`src/rtl/wb_openram_bridge_pkg.sv`:
```
// Shared definitions for the Wishbone-to-OpenRAM port-0 bridge.
//   state_t  : bridge FSM states
//   SRAM_*   : geometry of the 32x256 OpenRAM macro (address, data, mask widths)
//   WIN_*    : size of the decoded Wishbone window and its lowest compared bit
package wb_openram_pkg;

    localparam int unsigned SRAM_AW  = 8;
    localparam int unsigned SRAM_DW  = 32;
    localparam int unsigned SRAM_MW  = 4;

    localparam int unsigned WIN_SIZE = 1024;
    localparam int unsigned WIN_LSB  = $clog2(WIN_SIZE);

    typedef enum logic [1:0] {
        IDLE,
        CMD,
        WAIT,
        ACK
    } state_t;

endpackage

```
`src/rtl/wb_openram_bridge.sv`:
```
// Wishbone classic slave driving port 0 (read/write) of a 32x256 OpenRAM macro.
// Decodes a 1 KB window at BASE_ADDR, issues one registered SRAM command,
// waits READ_LATENCY cycles for read data, then returns registered data with
// a single-cycle ack.
//
// Ports:
//   wb_clk_i, wb_rst_i   clock (also the SRAM clk0) and synchronous active-high reset
//   wbs_cyc_i/stb_i/we_i Wishbone cycle, strobe, write enable
//   wbs_sel_i            byte selects (become the SRAM write mask on writes)
//   wbs_adr_i            byte address; [31:10] decoded, [9:2] word address
//   wbs_dat_i            write data
//   wbs_ack_o            registered single-cycle acknowledge
//   wbs_dat_o            registered read data, holds last read value
//   sram_csb0/web0       active-low chip select / write enable
//   sram_wmask0          byte write mask
//   sram_addr0/din0      word address / write data
//   sram_dout0           read data from the macro
module wb_openram_bridge
    import wb_openram_pkg::*;
#(
    parameter logic [31:0] BASE_ADDR    = 32'h3000_0000,
    parameter int unsigned READ_LATENCY = 1
) (
    input  logic               wb_clk_i,
    input  logic               wb_rst_i,
    input  logic               wbs_cyc_i,
    input  logic               wbs_stb_i,
    input  logic               wbs_we_i,
    input  logic [SRAM_MW-1:0] wbs_sel_i,
    input  logic [31:0]        wbs_adr_i,
    input  logic [SRAM_DW-1:0] wbs_dat_i,
    output logic               wbs_ack_o,
    output logic [SRAM_DW-1:0] wbs_dat_o,
    output logic               sram_csb0,
    output logic               sram_web0,
    output logic [SRAM_MW-1:0] sram_wmask0,
    output logic [SRAM_AW-1:0] sram_addr0,
    output logic [SRAM_DW-1:0] sram_din0,
    input  logic [SRAM_DW-1:0] sram_dout0
);

    localparam int unsigned      CNT_W    = $clog2(READ_LATENCY + 1);
    localparam logic [CNT_W-1:0] CNT_LOAD = CNT_W'(READ_LATENCY - 1);

    state_t           state;
    logic [CNT_W-1:0] lat_cnt;
    logic             op_write;
    logic             hit;

    // Byte-lane bits of the address carry no information for a word-wide macro.
    logic unused_adr_lsbs;
    assign unused_adr_lsbs = ^wbs_adr_i[1:0];

    assign hit = wbs_cyc_i & wbs_stb_i &
                 (wbs_adr_i[31:WIN_LSB] == BASE_ADDR[31:WIN_LSB]);

    always_ff @(posedge wb_clk_i) begin
        if (wb_rst_i) begin
            state       <= IDLE;
            lat_cnt     <= '0;
            op_write    <= 1'b0;
            wbs_ack_o   <= 1'b0;
            wbs_dat_o   <= '0;
            sram_csb0   <= 1'b1;
            sram_web0   <= 1'b1;
            sram_wmask0 <= '0;
            sram_addr0  <= '0;
            sram_din0   <= '0;
        end else begin
            case (state)
                IDLE: begin
                    // Every request field is captured here, so the master may
                    // change them freely once the command is accepted.
                    if (hit) begin
                        sram_csb0   <= 1'b0;
                        sram_web0   <= ~wbs_we_i;
                        sram_wmask0 <= wbs_we_i ? wbs_sel_i : '0;
                        sram_addr0  <= wbs_adr_i[SRAM_AW+1:2];
                        sram_din0   <= wbs_dat_i;
                        op_write    <= wbs_we_i;
                        state       <= CMD;
                    end
                end

                CMD: begin
                    // The macro samples the command at the edge ending this
                    // cycle; it completes even if the master abandons the cycle.
                    sram_csb0 <= 1'b1;
                    sram_web0 <= 1'b1;
                    if (!wbs_cyc_i) begin
                        state <= IDLE;
                    end else if (op_write) begin
                        wbs_ack_o <= 1'b1;
                        state     <= ACK;
                    end else begin
                        lat_cnt <= CNT_LOAD;
                        state   <= WAIT;
                    end
                end

                WAIT: begin
                    if (!wbs_cyc_i) begin
                        state <= IDLE;
                    end else if (lat_cnt == '0) begin
                        wbs_dat_o <= sram_dout0;
                        wbs_ack_o <= 1'b1;
                        state     <= ACK;
                    end else begin
                        lat_cnt <= lat_cnt - 1'b1;
                    end
                end

                ACK: begin
                    wbs_ack_o <= 1'b0;
                    state     <= IDLE;
                end

                default: begin
                    state <= IDLE;
                end
            endcase
        end
    end

endmodule

```
`config.mk`:
```
export PLATFORM = sky130hd
export DESIGN_NAME = wb_openram_bridge
export DESIGN_NICKNAME = d
export VERILOG_FILES = /design/src/rtl/wb_openram_bridge_pkg.sv /design/src/rtl/wb_openram_bridge.sv
export SDC_FILE = /design/constraint.sdc
export NUM_CORES = 1
export LEC_CHECK = 0
export ABC_AREA = 1
export BUFFER_PORTS_ARGS = -buffer_cell sky130_fd_sc_hd__buf_2
export CORE_MARGIN = 3
export CORE_UTILIZATION = 45
export CTS_CLUSTER_DIAMETER = 50
export DETAILED_ROUTE_END_ITERATION = 10
export GPL_ROUTABILITY_DRIVEN = 0
export PLACE_DENSITY = 0.83
export SYNTH_ARGS = -nofsm -noshare
export SYNTH_HDL_FRONTEND = slang
export SYNTH_SLANG_ARGS = --single-unit
```
`constraint.sdc`:
```
create_clock -name wb_clk_i -period 2.4 [get_ports wb_clk_i]
set_clock_uncertainty 0.2 [all_clocks]
set_input_delay 0.12 -clock wb_clk_i [delete_from_list [all_inputs] [get_ports wb_clk_i]]
set_output_delay 0.12 -clock wb_clk_i [all_outputs]
set_load 0.01 [all_outputs]
```
# Word level (Yosys, flattened, before mapping)
# Index checks and enable logic that the tools add are counted.
[op_classes]
addsub = 1
eq_ne = 11
muxes = 21
bitwise_logic = 4
reduce_logical = 10
[op_table]
columns = ["op", "n"]
rows = [
  ["22-bit by 20-bit equality test with 1-bit output, second input constant", 1],
  ["2-bit != test, second input constant", 6],
  ["1-bit 2-to-1 mux", 11],
  ["2-bit 2-to-1 mux", 4],
  ["2-bit one-hot mux with 4 select lines", 1],
  ["1-bit one-hot mux with 2 select lines", 3],
  ["2-bit AND reduction", 3],
  ["5-bit AND reduction", 1],
  ["2-bit equality test, second input constant", 2],
  ["4-bit 2-to-1 mux", 1],
  ["4-bit AND reduction", 1],
  ["2-bit nonzero test", 2],
  ["3-bit != test, second input constant", 1],
  ["1-bit one-hot mux with 3 select lines", 1],
  ["3-bit AND reduction", 1],
  ["3-bit nonzero test", 1],
  ["1-bit bitwise AND", 2],
  ["2-bit by 1-bit equality test with 1-bit output, second input constant", 1],
  ["2-bit zero test", 1],
  ["1-bit inverter", 2],
  ["1-bit subtractor, second input constant", 1],
]
[totals]
reg_bits = 83
input_bits = 105
out_inout_bits = 79

# Depth between registers and ports, before layout
[logic_depth]
depth_word = 4
mapped_depth = 10
depth_no_buf = 9

# Least setup slack after synthesis
# OpenSTA, ideal clock, no wires.
[synth_timing]
kind = "register -> register"
start = "reg state[1]"
end = "reg sram_din0[10]"
setup_ps = 113
arrival_time_ps = 1130
required_ps = 2087
path_slack_ps = 956
path_stages_with_launch = 9
path_cell_list = "dfxtp_1 > nor2_2 > nand2_1 > nor2_4 > nand3_2 > buf_6 > buf_6 > o21ai_1 > nor2_1"
[synth_between]
elab_chain_len = 2
[synth_lines]
columns = ["item", "line_no", "source"]
rows = [
  ["start: declaration", "wb_openram_bridge.sv:45", "state_t state;"],
  ["start signal: assignment", "wb_openram_bridge.sv:59", "state <= IDLE;"],
  ["start signal: assignment", "wb_openram_bridge.sv:81", "state <= CMD;"],
  ["start signal: assignment", "wb_openram_bridge.sv:91", "state <= IDLE;"],
  ["2-bit zero test", "wb_openram_bridge.sv:70", "case (state)"],
  ["2-bit AND reduction (no line)", "n/a", ""],
  ["end signal: assignment", "wb_openram_bridge.sv:79", "sram_din0 <= wbs_dat_i;"],
  ["end: declaration", "wb_openram_bridge.sv:38", "output logic [SRAM_DW-1:0] sram_din0,"],
]
# No other way between the ends.
# A chain may end at the register's enable or synchronous reset.

# Worst setup path in the final report
[layout_timing]
start = "in wbs_cyc_i"
end = "reg op_write"
[layout_between]
elab_chain_len = 3
[layout_lines]
columns = ["item", "line_no", "source"]
rows = [
  ["start: declaration", "wb_openram_bridge.sv:26", "input logic wbs_cyc_i,"],
  ["1-bit bitwise AND (2 in a row)", "wb_openram_bridge.sv:54", "assign hit = wbs_cyc_i & wbs_stb_i &"],
  ["2-bit AND reduction (no line)", "n/a", ""],
  ["end signal: assignment", "wb_openram_bridge.sv:80", "op_write <= wbs_we_i;"],
  ["end: declaration", "wb_openram_bridge.sv:47", "logic op_write;"],
]
# No other way between the ends.

==> impl_metrics.ini <==
[worst_setup_path]
end_kind = flip-flop
cpPeakStageDelay_ns = 0.55
path_buf_inv = 5
cp_top_family = buffers and inverters
crit_path_start_kind = input port
cp_max_fo = 38
setup.worst_path.class = in -> reg
worstPathCellList = dlygate4sd3_1 > buf_2 > inv_2 > nor2_2 > nand2_1 > nor2_4 > nand3_2 > buf_12 > nand2_1 > a21oi_1 > dlygate4sd3_1
reg2reg_slack_ns = 0.21
crit_required_ns = 2.41
reg2reg_depth = 8
reg2reg_to = op_write
worstReg2RegStart = state[0]
slowest_stage = dlygate4sd3_1
cp.arrival_ns = 2.26

[grt]
globalRouteOverflowTotal = 0
antenna_found_initial = 0
use_met3 = 0.0745
use_met1 = 0.268
grtUsageTotal = 0.270
grt_busiest_layer = met2
grt_max_degree = 39
grt_pass1_vias = 3663
grt_pass1_wl_um = 16300
grtUsageMet2 = 0.511

[placement]
dpl_cell_area_um2 = 3940
dp_slack_ns = 0.646
dp_hpwl_um = 5870
place_inst = 627
io_buffers = 181

[clocking]
htreeDepth = 3
cts.path.max_buffers = 2
cts_tree = done
numCtsBuffers = 9
clkSinkCount = 82
clk_latency_ns = 0.32
clk_pin_slew_ns = 0.08
cts-resized-gates = 0
cts-root-buf = clkbuf_8

[synth]
synth_compound_area_frac = 0.137
netlist_instances = 387
yosys.area_share.simple = 0.256
syn_area_per_cell_um2 = 7.86
syn-num-nets = 492
syn_area_um2 = 3040
synth-adder-area-share = 0
yosys.area_share.xor_xnor = 0
ys_warn_count = 0
synth_seq_cells = 82
yosys-mux-area-fraction = 0
synth_top_family_by_area = simple AND/OR/NAND/NOR gates
synth_cell_types = 22
ys_seq_area_frac = 0.540

[final_layout]
multi_input_area_um2 = 1200
fin_cells = 727
synthToLayoutAreaGrowth_pct = 65.9
mostFrequentLayoutCells = buf_2, nor2_1, dlygate4sd3_1
final_layout_size_suffix_gt1_frac = 0.323
register_area_um2 = 1640
final_common_cell = buf_2
diodes = 0
nets = 750
stdcell_area_um2 = 5050
fillers = 423

[drt]
drc = 0
wl_um = 10800
drtIter0Drc = 142
wl_per_cell_um = 14.8
vias = 3620
drtPass1Iterations = 4
ant_nets = 0
vias_per_cell = 4.98

[timing]
timing.final.ws_setup_ns = 0.150
holdWs_ns = 0.155
hold_violations = 0
tightest_slew_ns = 1.00
setup_tns_ns = 0
relSlewSlack = 0.330
fmax_mhz = 444
min_period_over_period = 0.938
setup_viol = 0
finalCriticalPeriod_ns = 2.25
slew_violations = 0
rsz0062_at_grt = false

[floorplanning]
initial_core_util = 0.471
die_area_um2 = 7780
rows = 29
die_h_um = 88.2
fp.coreArea_um2 = 6460
io_pins = 184
die_w_um = 88.2

[min_path]
worstHoldPathCells = 8
min_from = wbs_adr_i[18]
hp-class = in -> reg
worstHoldEndpoint = sram_addr0[2]

[power_and_ir_drop]
peakVddDrop_mv = 0.420
power.density_nw_per_um2 = 574
leakage_nw = 2.51

[status]
run_status = completed

[job]
maxCapViolCount = 0
==> worst max path at each step <==
stage               from              to  slack (ns)  cells after the start
2_1_floorplan   state[1]   sram_din0[10]        0.96                      8
3_3_place_gp    wb_rst_i   sram_addr0[0]        0.69                      5
3_5_place_dp    state[1]   wbs_dat_o[28]        0.65                      5
4_1_cts        wbs_cyc_i        op_write        0.15                     11
5_1_grt        wbs_cyc_i  sram_wmask0[1]        0.02                     11
6_report       wbs_cyc_i        op_write        0.15                     11
==> cell families after synthesis <==
| family | after synthesis |
|---|---|
| AO/OA/AOI/OAI | 83 |
| buffers and inverters | 33 |
| flip-flops | 82 |
| AND/OR/NAND/NOR | 189 |
==> metrics by stage <==
stage / power (mW) / util
after global routing: 3.00 / 0.781
after CTS: 2.91 / 0.781
after global placement: 1.52 / 0.610
after detailed placement: 1.52 / 0.610
after floorplan: 1.43 / -
final: 2.90 / 0.781
==> area by class of cell <==
cell class / count / area share
timing repair buffer: 270 / 0.358
tap: 77 / 0.0191
sequential: 82 / 0.325
clock inverter: 5 / 0.0248
inverter: 10 / 0.00744
clock buffer: 11 / 0.0280
multi-input combinational: 272 / 0.237
==> per-layer routing <==
| layer | vias to the layer above | share of wire |
|---|---|---|
| met3 | 37 | 0.083 |
| li1 | 1747 | - |
| met5 | - | 0 |
| met4 | 0 | 0.032 |
| met1 | 1634 | 0.35 |
| met2 | 202 | 0.53 |
==> cells in the mapped netlist <==
cell,count,area share
nor3_1,1,0.0016
nand3_1,5,0.0082
a21oi_1,6,0.0099
buf_8,4,0.020
o21ai_1,25,0.041
nor2_8,1,0.0066
dfxtp_1,82,0.54
buf_6,4,0.015
nor2_1,157,0.19
buf_2,4,0.0066
nand2_1,18,0.022
o21ai_0,51,0.084
a31oi_1,1,0.0021
nor2_4,2,0.0074
inv_2,1,0.0012
inv_1,8,0.0099
clkinv_1,1,0.0012
nand2_4,1,0.0037
nor3_4,1,0.0053
nand3_2,1,0.0033
clkbuf_1,11,0.014
nor2_2,2,0.0041
==> registers in the layout (all words and copies together) (netlist names) <==
register     cells
wbs_dat_o       32
op_write         1
state            2
sram_din0       32
sram_web0        1
sram_addr0       8
wbs_ack_o        1
sram_csb0        1
sram_wmask0      4
==> timing repair <==
item                                   in CTS  in global routing
hold buffers                               84                  0
setup buffers                               0                  0
endpoints found under the hold margin      81                  0
==> power by group <==
part	leakage [nW]	switching (mW)	internal, mW
clock network	0.134	0.469	0.825
logic	1.71	0.0863	0.158
registers	0.660	0.0000000625	1.36
==> worst reg2reg max path, stage by stage (launching register included) <==
cell and delay, ns:
dfxtp_1 0.36, nor2_2 0.13, nand2_1 0.10, nor2_4 0.13
nand3_2 0.23, buf_12 0.26, nand2_1 0.07, a21oi_1 0.05
dlygate4sd3_1 0.55
No activity file was read; power rests on OpenSTA's default activity.
